$ cat src/rtl/ysyx_24110006_pkg.sv
// Shared types and constants for the ysyx_24110006 instruction fetch unit.
package ysyx_24110006_pkg;

    typedef enum logic [1:0] {
        S_IDLE = 2'd0,
        S_ADDR = 2'd1,
        S_DATA = 2'd2,
        S_HOLD = 2'd3
    } ifu_state_e;

    localparam logic [1:0]  AXI_RESP_OKAY    = 2'b00;
    localparam logic [31:0] DEFAULT_RESET_PC = 32'h8000_0000;

endpackage

$ cat src/rtl/ysyx_24110006_perf_cnt.sv
// 32-bit wrapping event counter with increment enable.
module ysyx_24110006_perf_cnt (
    input  logic        i_clock,
    input  logic        i_reset_n,
    input  logic        i_en,
    output logic [31:0] o_count
);

    logic [31:0] r_count;

    // Count enabled cycles; wraps naturally at 2^32.
    always_ff @(posedge i_clock or negedge i_reset_n) begin
        if (!i_reset_n) begin
            r_count <= '0;
        end else if (i_en) begin
            r_count <= r_count + 32'd1;
        end
    end

    assign o_count = r_count;

endmodule

$ cat src/rtl/ysyx_24110006_ifu.sv
// Instruction fetch unit: one outstanding single-beat AXI4-Lite read per PC,
// result handed to decode over valid/ready; redirects kill the fetch in flight.
// Optional feature macro: IFU_PERF_EN (adds o_perf_fetch / o_perf_wait).
module ysyx_24110006_ifu
    import ysyx_24110006_pkg::*;
#(
    parameter logic [31:0] RESET_PC = DEFAULT_RESET_PC
) (
    input  logic        i_clock,
    input  logic        i_reset_n,
    input  logic [31:0] i_pc,
    input  logic        i_pc_valid,
    output logic        o_pc_ready,
    input  logic        i_flush,
    output logic [31:0] o_araddr,
    output logic        o_arvalid,
    input  logic        i_arready,
    input  logic [31:0] i_rdata,
    input  logic [1:0]  i_rresp,
    input  logic        i_rvalid,
    output logic        o_rready,
`ifdef IFU_PERF_EN
    output logic [31:0] o_perf_fetch,
    output logic [31:0] o_perf_wait,
`endif
    output logic [31:0] o_inst,
    output logic [31:0] o_inst_pc,
    output logic        o_fault,
    output logic        o_valid,
    input  logic        i_ready
);

    ifu_state_e  r_state;
    ifu_state_e  w_next_state;

    logic        r_kill;
    logic [31:0] r_araddr;
    logic        r_arvalid;
    logic [31:0] r_inst;
    logic [31:0] r_inst_pc;
    logic        r_fault;
    logic        r_valid;

    logic        w_pc_accept;
    logic        w_r_hs;
    logic        w_r_keep;
    logic        w_out_valid;

    // A response is kept only if no flush arrived earlier or in the same cycle.
    assign w_r_hs   = (r_state == S_DATA) && i_rvalid;
    assign w_r_keep = w_r_hs && !r_kill && !i_flush;

    // State register.
    always_ff @(posedge i_clock or negedge i_reset_n) begin
        if (!i_reset_n) begin
            r_state <= S_IDLE;
        end else begin
            r_state <= w_next_state;
        end
    end

    // Next-state and combinational handshake outputs.
    always_comb begin
        w_next_state = r_state;
        w_pc_accept  = 1'b0;
        w_out_valid  = 1'b0;
        o_rready     = 1'b0;
        case (r_state)
            S_IDLE: begin
                w_pc_accept = i_reset_n && !i_flush && i_pc_valid;
                if (w_pc_accept) begin
                    w_next_state = S_ADDR;
                end
            end
            S_ADDR: begin
                if (i_arready) begin
                    w_next_state = S_DATA;
                end
            end
            S_DATA: begin
                o_rready = 1'b1;
                if (i_rvalid) begin
                    w_next_state = w_r_keep ? S_HOLD : S_IDLE;
                end
            end
            S_HOLD: begin
                w_out_valid = r_valid && !i_flush;
                if (i_flush || (w_out_valid && i_ready)) begin
                    w_next_state = S_IDLE;
                end
            end
            default: w_next_state = S_IDLE;
        endcase
    end

    assign o_pc_ready = i_reset_n && (r_state == S_IDLE) && !i_flush;
    assign o_valid    = w_out_valid;

    // Registered AXI address channel, kill flag and instruction output.
    always_ff @(posedge i_clock or negedge i_reset_n) begin
        if (!i_reset_n) begin
            r_araddr  <= '0;
            r_arvalid <= 1'b0;
            r_kill    <= 1'b0;
            r_inst    <= '0;
            r_inst_pc <= RESET_PC;
            r_fault   <= 1'b0;
            r_valid   <= 1'b0;
        end else begin
            if (w_pc_accept) begin
                r_araddr <= i_pc;
            end
            // arvalid mirrors ADDR residency, so a flush never retracts it early.
            r_arvalid <= (w_next_state == S_ADDR);
            if (w_next_state == S_IDLE) begin
                r_kill <= 1'b0;
            end else if (i_flush && ((r_state == S_ADDR) || (r_state == S_DATA))) begin
                r_kill <= 1'b1;
            end
            if (w_r_keep) begin
                r_inst    <= i_rdata;
                r_inst_pc <= r_araddr;
                r_fault   <= (i_rresp != AXI_RESP_OKAY);
            end
            r_valid <= (w_next_state == S_HOLD);
        end
    end

    assign o_araddr  = r_araddr;
    assign o_arvalid = r_arvalid;
    assign o_inst    = r_inst;
    assign o_inst_pc = r_inst_pc;
    assign o_fault   = r_fault;

`ifdef IFU_PERF_EN
    logic w_wait_cycle;
    assign w_wait_cycle = (r_state == S_ADDR) || (r_state == S_DATA);

    ysyx_24110006_perf_cnt u_perf_fetch (
        .i_clock   (i_clock),
        .i_reset_n (i_reset_n),
        .i_en      (w_r_keep),
        .o_count   (o_perf_fetch)
    );

    ysyx_24110006_perf_cnt u_perf_wait (
        .i_clock   (i_clock),
        .i_reset_n (i_reset_n),
        .i_en      (w_wait_cycle),
        .o_count   (o_perf_wait)
    );
`endif

endmodule

$ cat config.mk
export PLATFORM = sky130hd
export DESIGN_NAME = ysyx_24110006_ifu
export DESIGN_NICKNAME = d
export VERILOG_FILES = /design/src/rtl/ysyx_24110006_pkg.sv /design/src/rtl/ysyx_24110006_perf_cnt.sv /design/src/rtl/ysyx_24110006_ifu.sv
export SDC_FILE = /design/constraint.sdc
export NUM_CORES = 1
export LEC_CHECK = 0
export BUFFER_PORTS_ARGS = -buffer_cell sky130_fd_sc_hd__clkbuf_2
export CAP_MARGIN = 20
export CORE_ASPECT_RATIO = 1.4
export CORE_MARGIN = 4
export CORE_UTILIZATION = 40
export CTS_CLUSTER_DIAMETER = 200
export CTS_CLUSTER_SIZE = 24
export DETAILED_ROUTE_END_ITERATION = 16
export PLACE_DENSITY = 0.65
export SYNTH_ARGS = -nofsm -noshare
export SYNTH_HDL_FRONTEND = slang
export SYNTH_SLANG_ARGS = --single-unit
$ cat constraint.sdc
create_clock -name i_clock -period 2.99 [get_ports i_clock]
set_input_delay 0.299 -clock i_clock [delete_from_list [all_inputs] [get_ports i_clock]]
set_output_delay 0.299 -clock i_clock [all_outputs]
set_load 0.02 [all_outputs]
==> results by group, run 1 <==
Timing
  • Final setup fails: 0
  • Hold_ws: 0.0241 ns
  • Post-layout minimum cycle time: 2.13 ns
  • Fin. Hold Viols: 0
  • Final TNS setup: 0 ns
  • Max Fclk: 0.470 GHz
  • Worst Tran Pin Value: 0.853 ns
  • Post-Route Skew: 0.00667 ns
  • RSZ-0062 raised after global routing: no
  • Tcrit/Tclk final: 71.2%
  • Max-slew violation count: 0
  • Worst-case headroom to the max-slew limit: 42.9%

Detailed routing
  • WL/cell: 15.6 um
  • DRC errors left: 0
  • Total wire length: 8.74 mm
  • Total vias in the final route: 2,603
  • Vias per cell: 4.64
  • Final antenna-violating net count: 0
  • 1st-iter DRT viols: 61
  • Pre-antenna DRT Iters: 3

Yosys
  • Mapped Avg Cell Area: 16.7 sq um
  • Number of flops mapped to enable cells by yosys: 0
  • Sequential cell area fraction in the yosys report: 62.2%
  • Synth warnings: 0
  • Post-synth cell types: 26
  • Net Count, Synth: 323
  • Async set or reset register ratio after synthesis: 100%
  • #FFs+latches synth: 102
  • Cell Area, Synth: 4100 sq um
  • Prevailing post-synth register cell: dfrtp_1
  • Cells after Synth: 245

Worst setup path
  • Critical Path Fanout Max: 44
  • Critical Path RT: 3.21 ns
  • CP arrival: 2.35 ns
  • Critical path type: flip-flop to flip-flop
  • Kind of end point of the critical path: flip-flop
  • Startpoint class of the critical path: flip-flop

Finish
  • Share of cells above drive strength 1: 53.8%
  • Final core utilization: 54.0%
  • Nets@finish: 499
  • Layout Area Growth over Synthesis: 31.1%
  • Ant. Diodes: 0
  • Non-Filler Instances: 561

Clock tree
  • Clock transition at the registers of the reported paths: 0.07 ns
  • # clock sinks: 102
  • Postcts setup bufs: 0
  • Max Buffers Root-to-Sink: 2
  • Clock Latency Late Sink: 0.34 ns
  • CTS tree: yes
  • Post_cts resized: 0
  • Num CTS Buffers: 9
  • Root Driver: clkbuf_16
  • CTS H-Tree Depth: 3
  • CTS Hold Buffers Added: 0

Job
  • Max-cap viol count: 0

Global route
  • Largest net degree at the start of global routing: 66
  • GRT Total Usage: 14.7%
  • Total gr overflow: 0
  • Global-route wire length before repair: 13.7 mm
  • Vias in the first global route: 2,721
  • Initial antenna violation count: 0

Power and ir drop
  • Leak pwr: 2.87 nW
  • Peak supply drop: 0.000513 V
  • Pwr dens: 1030 nW/um^2

Die
  • Core Rows: 43
  • Starting density of the core: 41.2%
  • Die ar.: 12,000 sq um
  • DIE WIDTH: 93.6 um
  • Core box area: 9950 sq um
  • Die Ht: 128 um
  • Io pins: 174

Outcome
  • Outcome: completed

Placed design
  • Placed insts: 545
  • RD Place Congestion: 0.732
  • Post-detail-place hpwl: 6.43 mm
  • Port Buffers: 173

Min path
  • Hold Crit Class: input port to asynchronous set/reset pin
-- worst max-delay path, cell delays in order, from the launching register on --
cell and delay (ns):
dfrtp_1 0.41, inv_1 0.11, ha_1 0.20, and4bb_4 0.58, buf_12 0.35, mux2_1 0.35
-- report_power, final --
group	leakage, nW	total, W	internal, W	switching [W]
clock network	0.134	0.00113	0.000646	0.000482
logic	1.42	0.00211	0.000854	0.00126
registers	1.32	0.00230	0.00195	0.000351
total	2.87	0.00554	0.00345	0.00209
-- cells in the mapped netlist, types with 2 or more instances --
library cell / instances / share of area (%)
dfrtp_1: 101 / 62
mux2_1: 66 / 18
mux2_4: 28 / 10
buf_6: 5 / 1.4
ha_1: 5 / 1.5
nor2_1: 5 / 0.46
nor2b_1: 4 / 0.61
and2_1: 3 / 0.46
buf_2: 3 / 0.37
buf_4: 3 / 0.55
nand2_1: 3 / 0.27
a211oi_2: 2 / 0.61
a21oi_1: 2 / 0.24
inv_1: 2 / 0.18
mux2_2: 2 / 0.55
-- layout by cell type (no fill, tap or decap), types with 2 or more instances in the layout --
master      Yosys  routed
buf_4           3       3
clkinvlp_4      0       3
a211oi_2        2       2
mux2_1         66      66
nor2b_1         4       4
a21oi_1         2       2
inv_1           2       2
clkbuf_2        0     172
mux2_2          2       2
dfrtp_1       101     101
mux2_4         28      28
nand2_1         3       2
nor2_1          5       5
clkbuf_16       0       9
ha_1            5       5
and2_1          3       3
clkinv_2        0       2
-- per-stage QoR --
step / instance area (sq um) / setup WS [ns] / total power (W)
CTS: 5380 / 0.832 / 0.00563
detailed placement: 5090 / 0.834 / 0.00448
floorplan: 4100 / 1.15 / 0.00362
global placement: 5090 / 0.888 / 0.00442
finish: 5380 / 0.860 / 0.00554
global route: 5380 / 0.734 / 0.00586
-- flip-flops by register name (all words and copies together) (netlist names) --
name,count
o_inst_pc,32
o_araddr,32
o_arvalid,1
r_valid,1
o_fault,1
o_inst,32
r_state,2
r_kill,1
-- kinds of logic (layout without fill, tap and decap cells) --
logic type	count (synthesis)	after routing	share of synthesized area (%)
AND/OR/NAND/NOR	17	17	2.29
multiplexers	96	96	28.9
flip-flops	102	102	62.2
adder cells (fa/ha/maj)	5	5	1.52
buffers and inverters	14	195	2.56
AO/OA/AOI/OAI	11	11	2.47
-- layer usage --
| layer | routed length, um | GRT usage, % | part of all wire (%) | vias up |
|---|---|---|---|---|
| met4 | 178 | 6.89 | 2.0 | 0 |
| met3 | 678 | 3.41 | 7.8 | 12 |
| met5 | 0 | 0 | 0 | - |
| met2 | 4350 | 24.3 | 50 | 105 |
| met1 | 3530 | 18.1 | 40 | 1273 |
| li1 | - | - | - | 1213 |
-- path summary, 6_finish.rpt --
path	start	end	slack, ns	depth (start not counted)
worst min register to register	o_inst_pc[16]	o_inst_pc[16]	0.48	1
worst max register to register	r_state[0]	o_inst_pc[22]	0.86	5
worst max-delay path	r_state[0]	o_inst_pc[22]	0.86	5
min in group i_clock	i_pc[30]	o_araddr[30]	0.17	2
worst min-delay path	i_reset_n	r_kill	0.02	2
max in group asynchronous	i_reset_n	o_araddr[16]	1.79	3
-- cell type report --
cell class / count / area (sq um)
flip-flops and latches: 102 / 2550
inverters: 3 / 11.3
fillers: 849 / 4570
well taps: 135 / 169
clock inverters: 6 / 62.6
clock buffers: 10 / 229
repair buffers: 176 / 903
multi-input cells: 129 / 1450
Power figures use the tool's default switching activity.
==> run 2: changes to the inputs <==
Settings changed: ABC_AREA set to 1, PLACE_DENSITY 0.65 to 0.67.
Clock period 2.99 ns to 1.7 ns, I/O delays scaled along.
==> run 2 against run 1 <==
Sequential cell count is the same. Design area grew 2.7%. Synthesized area grew 0.61%. Global-route usage grew 1.9 points. Sequential power grew 92%. Synthesized cell count grew 64%. Largest cell class unchanged. Critical endpoint is now o_pc_ready.
==> results by group, run 2 <==
Worst setup path
  • FF-to-FF setup slack: 0.09 ns
  • Critical Path Fanout Max: 6
  • CP Capture Point: o_pc_ready
  • R2R cell count: 7
  • Worst path cell trace: inv_2, ha_1, nand2_1, nor2_4, clkbuf_2
  • Kind of end point of the critical path: output port
  • CP bufs+invs: 2
  • Startpoint class of the critical path: flip-flop
  • CP arrival: 1.45 ns
  • Critical path type: flip-flop to output port
  • CP max-delay cell: dfrtp_1
  • Critical Path RT: 1.53 ns
  • Critical Path Stages: 5
  • CP delay by family, top: flip-flops
  • RR Startpoint: r_state[1]
  • FF-to-FF End: o_araddr[1]
  • CP max stage delay: 0.45 ns
  • Setup crit start: r_state[1]

Yosys
  • Async set or reset register ratio after synthesis: 100%
  • Top cells by count, synth: 204 x nand2_1, 101 x dfrtp_1, 26 x mux2_4
  • Prevailing post-synth register cell: dfrtp_1
  • Synth warnings: 0
  • Synth top area share: 61.2%
  • Mapped Avg Cell Area: 10.3 sq um
  • #FFs+latches synth: 102
  • Net Count, Synth: 479
  • Post-synth cell types: 20
  • Number of flops mapped to enable cells by yosys: 0
  • Yosys top cell by area: dfrtp_1
  • Synth top area cells: dfrtp_1 61%, nand2_1 19%, mux2_4 9.5%
  • Sequential cell area fraction in the yosys report: 61.9%
  • Top-count cell post-synth: nand2_1
  • Cell Area, Synth: 4130 sq um
  • Cells after Synth: 401

Placed design
  • Port Buffers: 173
  • Post-detail-place hpwl: 7.17 mm
  • RD Place Congestion: 0.928

Min path
  • Hold path cells: 3
  • Hold Crit Class: input port to flip-flop

Finish
  • Ant. Diodes: 0
  • Share of cells above drive strength 1: 39.8%
  • Nets@finish: 654
  • Commonest non-fill, non-tap cell in the layout: nand2_1
  • Most frequent cells in the layout: 204 x nand2_1, 172 x clkbuf_2, 101 x dfrtp_1
  • Final core utilization: 55.2%
  • Layout Area Growth over Synthesis: 33.9%

Global route
  • Initial antenna violation count: 1
  • Global-route wire length before repair: 15.4 mm
  • Vias in the first global route: 3,175
  • GRT Total Usage: 16.5%
  • Total gr overflow: 0
  • Largest net degree at the start of global routing: 103

Die
  • Io pins: 174
  • Die ar.: 12,000 sq um
  • Die Ht: 128 um
  • Core box area: 10,000 sq um
  • DIE WIDTH: 93.9 um
  • Starting density of the core: 41.2%
  • Core Rows: 43

Detailed routing
  • Total wire length: 9.84 mm
  • Vias per cell: 4.51
  • WL/cell: 13.8 um
  • Total vias in the final route: 3,227
  • 1st-iter DRT viols: 94
  • DRC errors left: 0
  • Pre-antenna DRT Iters: 4
  • Final antenna-violating net count: 0

Power and ir drop
  • Combinational share of power: 40.6%
  • Clk pwr share: 21.1%
  • Pwr dens: 2080 nW/um^2
  • Leak pwr: 3.27 nW
  • Flop pwr share: 38.3%
  • Switching Share: 39.2%
  • Cell internal pwr: 0.00700 W
  • Peak supply drop: 0.000740 V
  • Switching power: 0.00451 W

Clock tree
  • # clock sinks: 102
  • Clock transition at the registers of the reported paths: 0.07 ns
  • Max Buffers Root-to-Sink: 2
  • CTS tree: yes
  • Clock Latency Late Sink: 0.34 ns
  • Root Driver: clkbuf_16
  • Postcts setup bufs: 0
  • CTS H-Tree Depth: 3
  • Num CTS Buffers: 9

Timing
  • RSZ-0062 raised after global routing: no
  • Post-layout minimum cycle time: 1.62 ns
  • Max Fclk: 0.618 GHz
  • Worst-case headroom to the max-slew limit: 64.4%
  • Tcrit/Tclk final: 95.2%
  • Max-slew violation count: 0
  • Post-Route Skew: 0.00645 ns
  • Fin. Hold Viols: 0
  • Final TNS setup: 0 ns
  • Worst Tran Pin Value: 0.533 ns
  • Final setup fails: 0

Job
  • Max-cap viol count: 0

Outcome
  • Outcome: completed
[run 2: changes by cell type in the layout (fill, tap and decap cells not counted), sizes merged, moves of 4 or more]
cell,change
inv,+14
nor2,+8
nand2,+204
mux2,-66
nor2b,-4
nand3,+4
[run 2: how the worst min path moves through the flow]
stage | from | end | slack [ns]
final | i_rdata[19] | o_inst[19] | 0.02
after global placement | i_reset_n | o_araddr[1] | 0.32
after detailed placement | i_reset_n | o_araddr[1] | 0.34
after floorplan | i_reset_n | o_araddr[0] | -0.13
after CTS | i_rdata[20] | o_inst[20] | 0.007
after global routing | i_rdata[18] | o_inst[18] | 0.02
[run 2: cell families after synthesis]
family / after synthesis / share of synthesized area, %
and+or+nand+nor: 225 / 21.1
DFF: 102 / 61.9
buffers and inverters: 32 / 4.03
muxes: 30 / 10.5
AOI/OAI and AO/OA: 7 / 0.909
adders and majority gates: 5 / 1.52
[run 2: stage by stage]
stage	std cells	setup slack [ns]	area, sq um	power (W)	hold slack, ns
after floorplan	401	0.100	4130	0.00737	-0.126
after global placement	699	0.131	5150	0.00905	0.319
after detailed placement	699	0.0708	5150	0.00918	0.336
after CTS	715	0.0370	5520	0.0117	0.00656
after global routing	715	0.00696	5530	0.0123	0.0153
final	715	0.0824	5530	0.0115	0.0195
[run 2: routing by layer]
metal / vias to the layer above / wire length [um] / GRT usage, %
met4: 2 / 271 / 6.97
met1: 1504 / 3890 / 19.0
met2: 123 / 5020 / 28.4
met3: 21 / 656 / 4.93
li1: 1577 / - / -
met5: - / 13 / 0
[run 2: what timing repair did]
action | 4_1_cts | 5_1_grt
endpoints found under the setup margin | 0 | 45
hold endpoints to repair | 101 | 0
gates resized for setup | 0 | 2
hold buffers | 1 | 0
[run 2: power groups by stage]
stage | Sequential [W] | Combinational, W | Clock, W
2_1_floorplan | 0.00574 | 0.00164 | 0
3_3_place_gp | 0.00439 | 0.00466 | 0
3_5_place_dp | 0.00444 | 0.00474 | 0
4_1_cts | 0.00442 | 0.00475 | 0.00250
5_1_grt | 0.00456 | 0.00511 | 0.00260
6_report | 0.00441 | 0.00467 | 0.00243
[run 2: final cells by class]
cell class                      instances  area, sq um
Multi-Input combinational cell        267         1410
Sequential cell                       102         2550
Fill cell                             915         4480
Timing Repair Buffer                  180          977
Inverter                               16         60.1
Clock buffer                            9          225
Clock inverter                          6          134
Tap cell                              135          169
[run 2: tightest hold or removal path, delay by kind of cell]
| family | cells | cell delay [ns] |
|---|---|---|
| buffers and inverters | 1 | 0.07 |
| and+or+nand+nor | 2 | 0.08 |
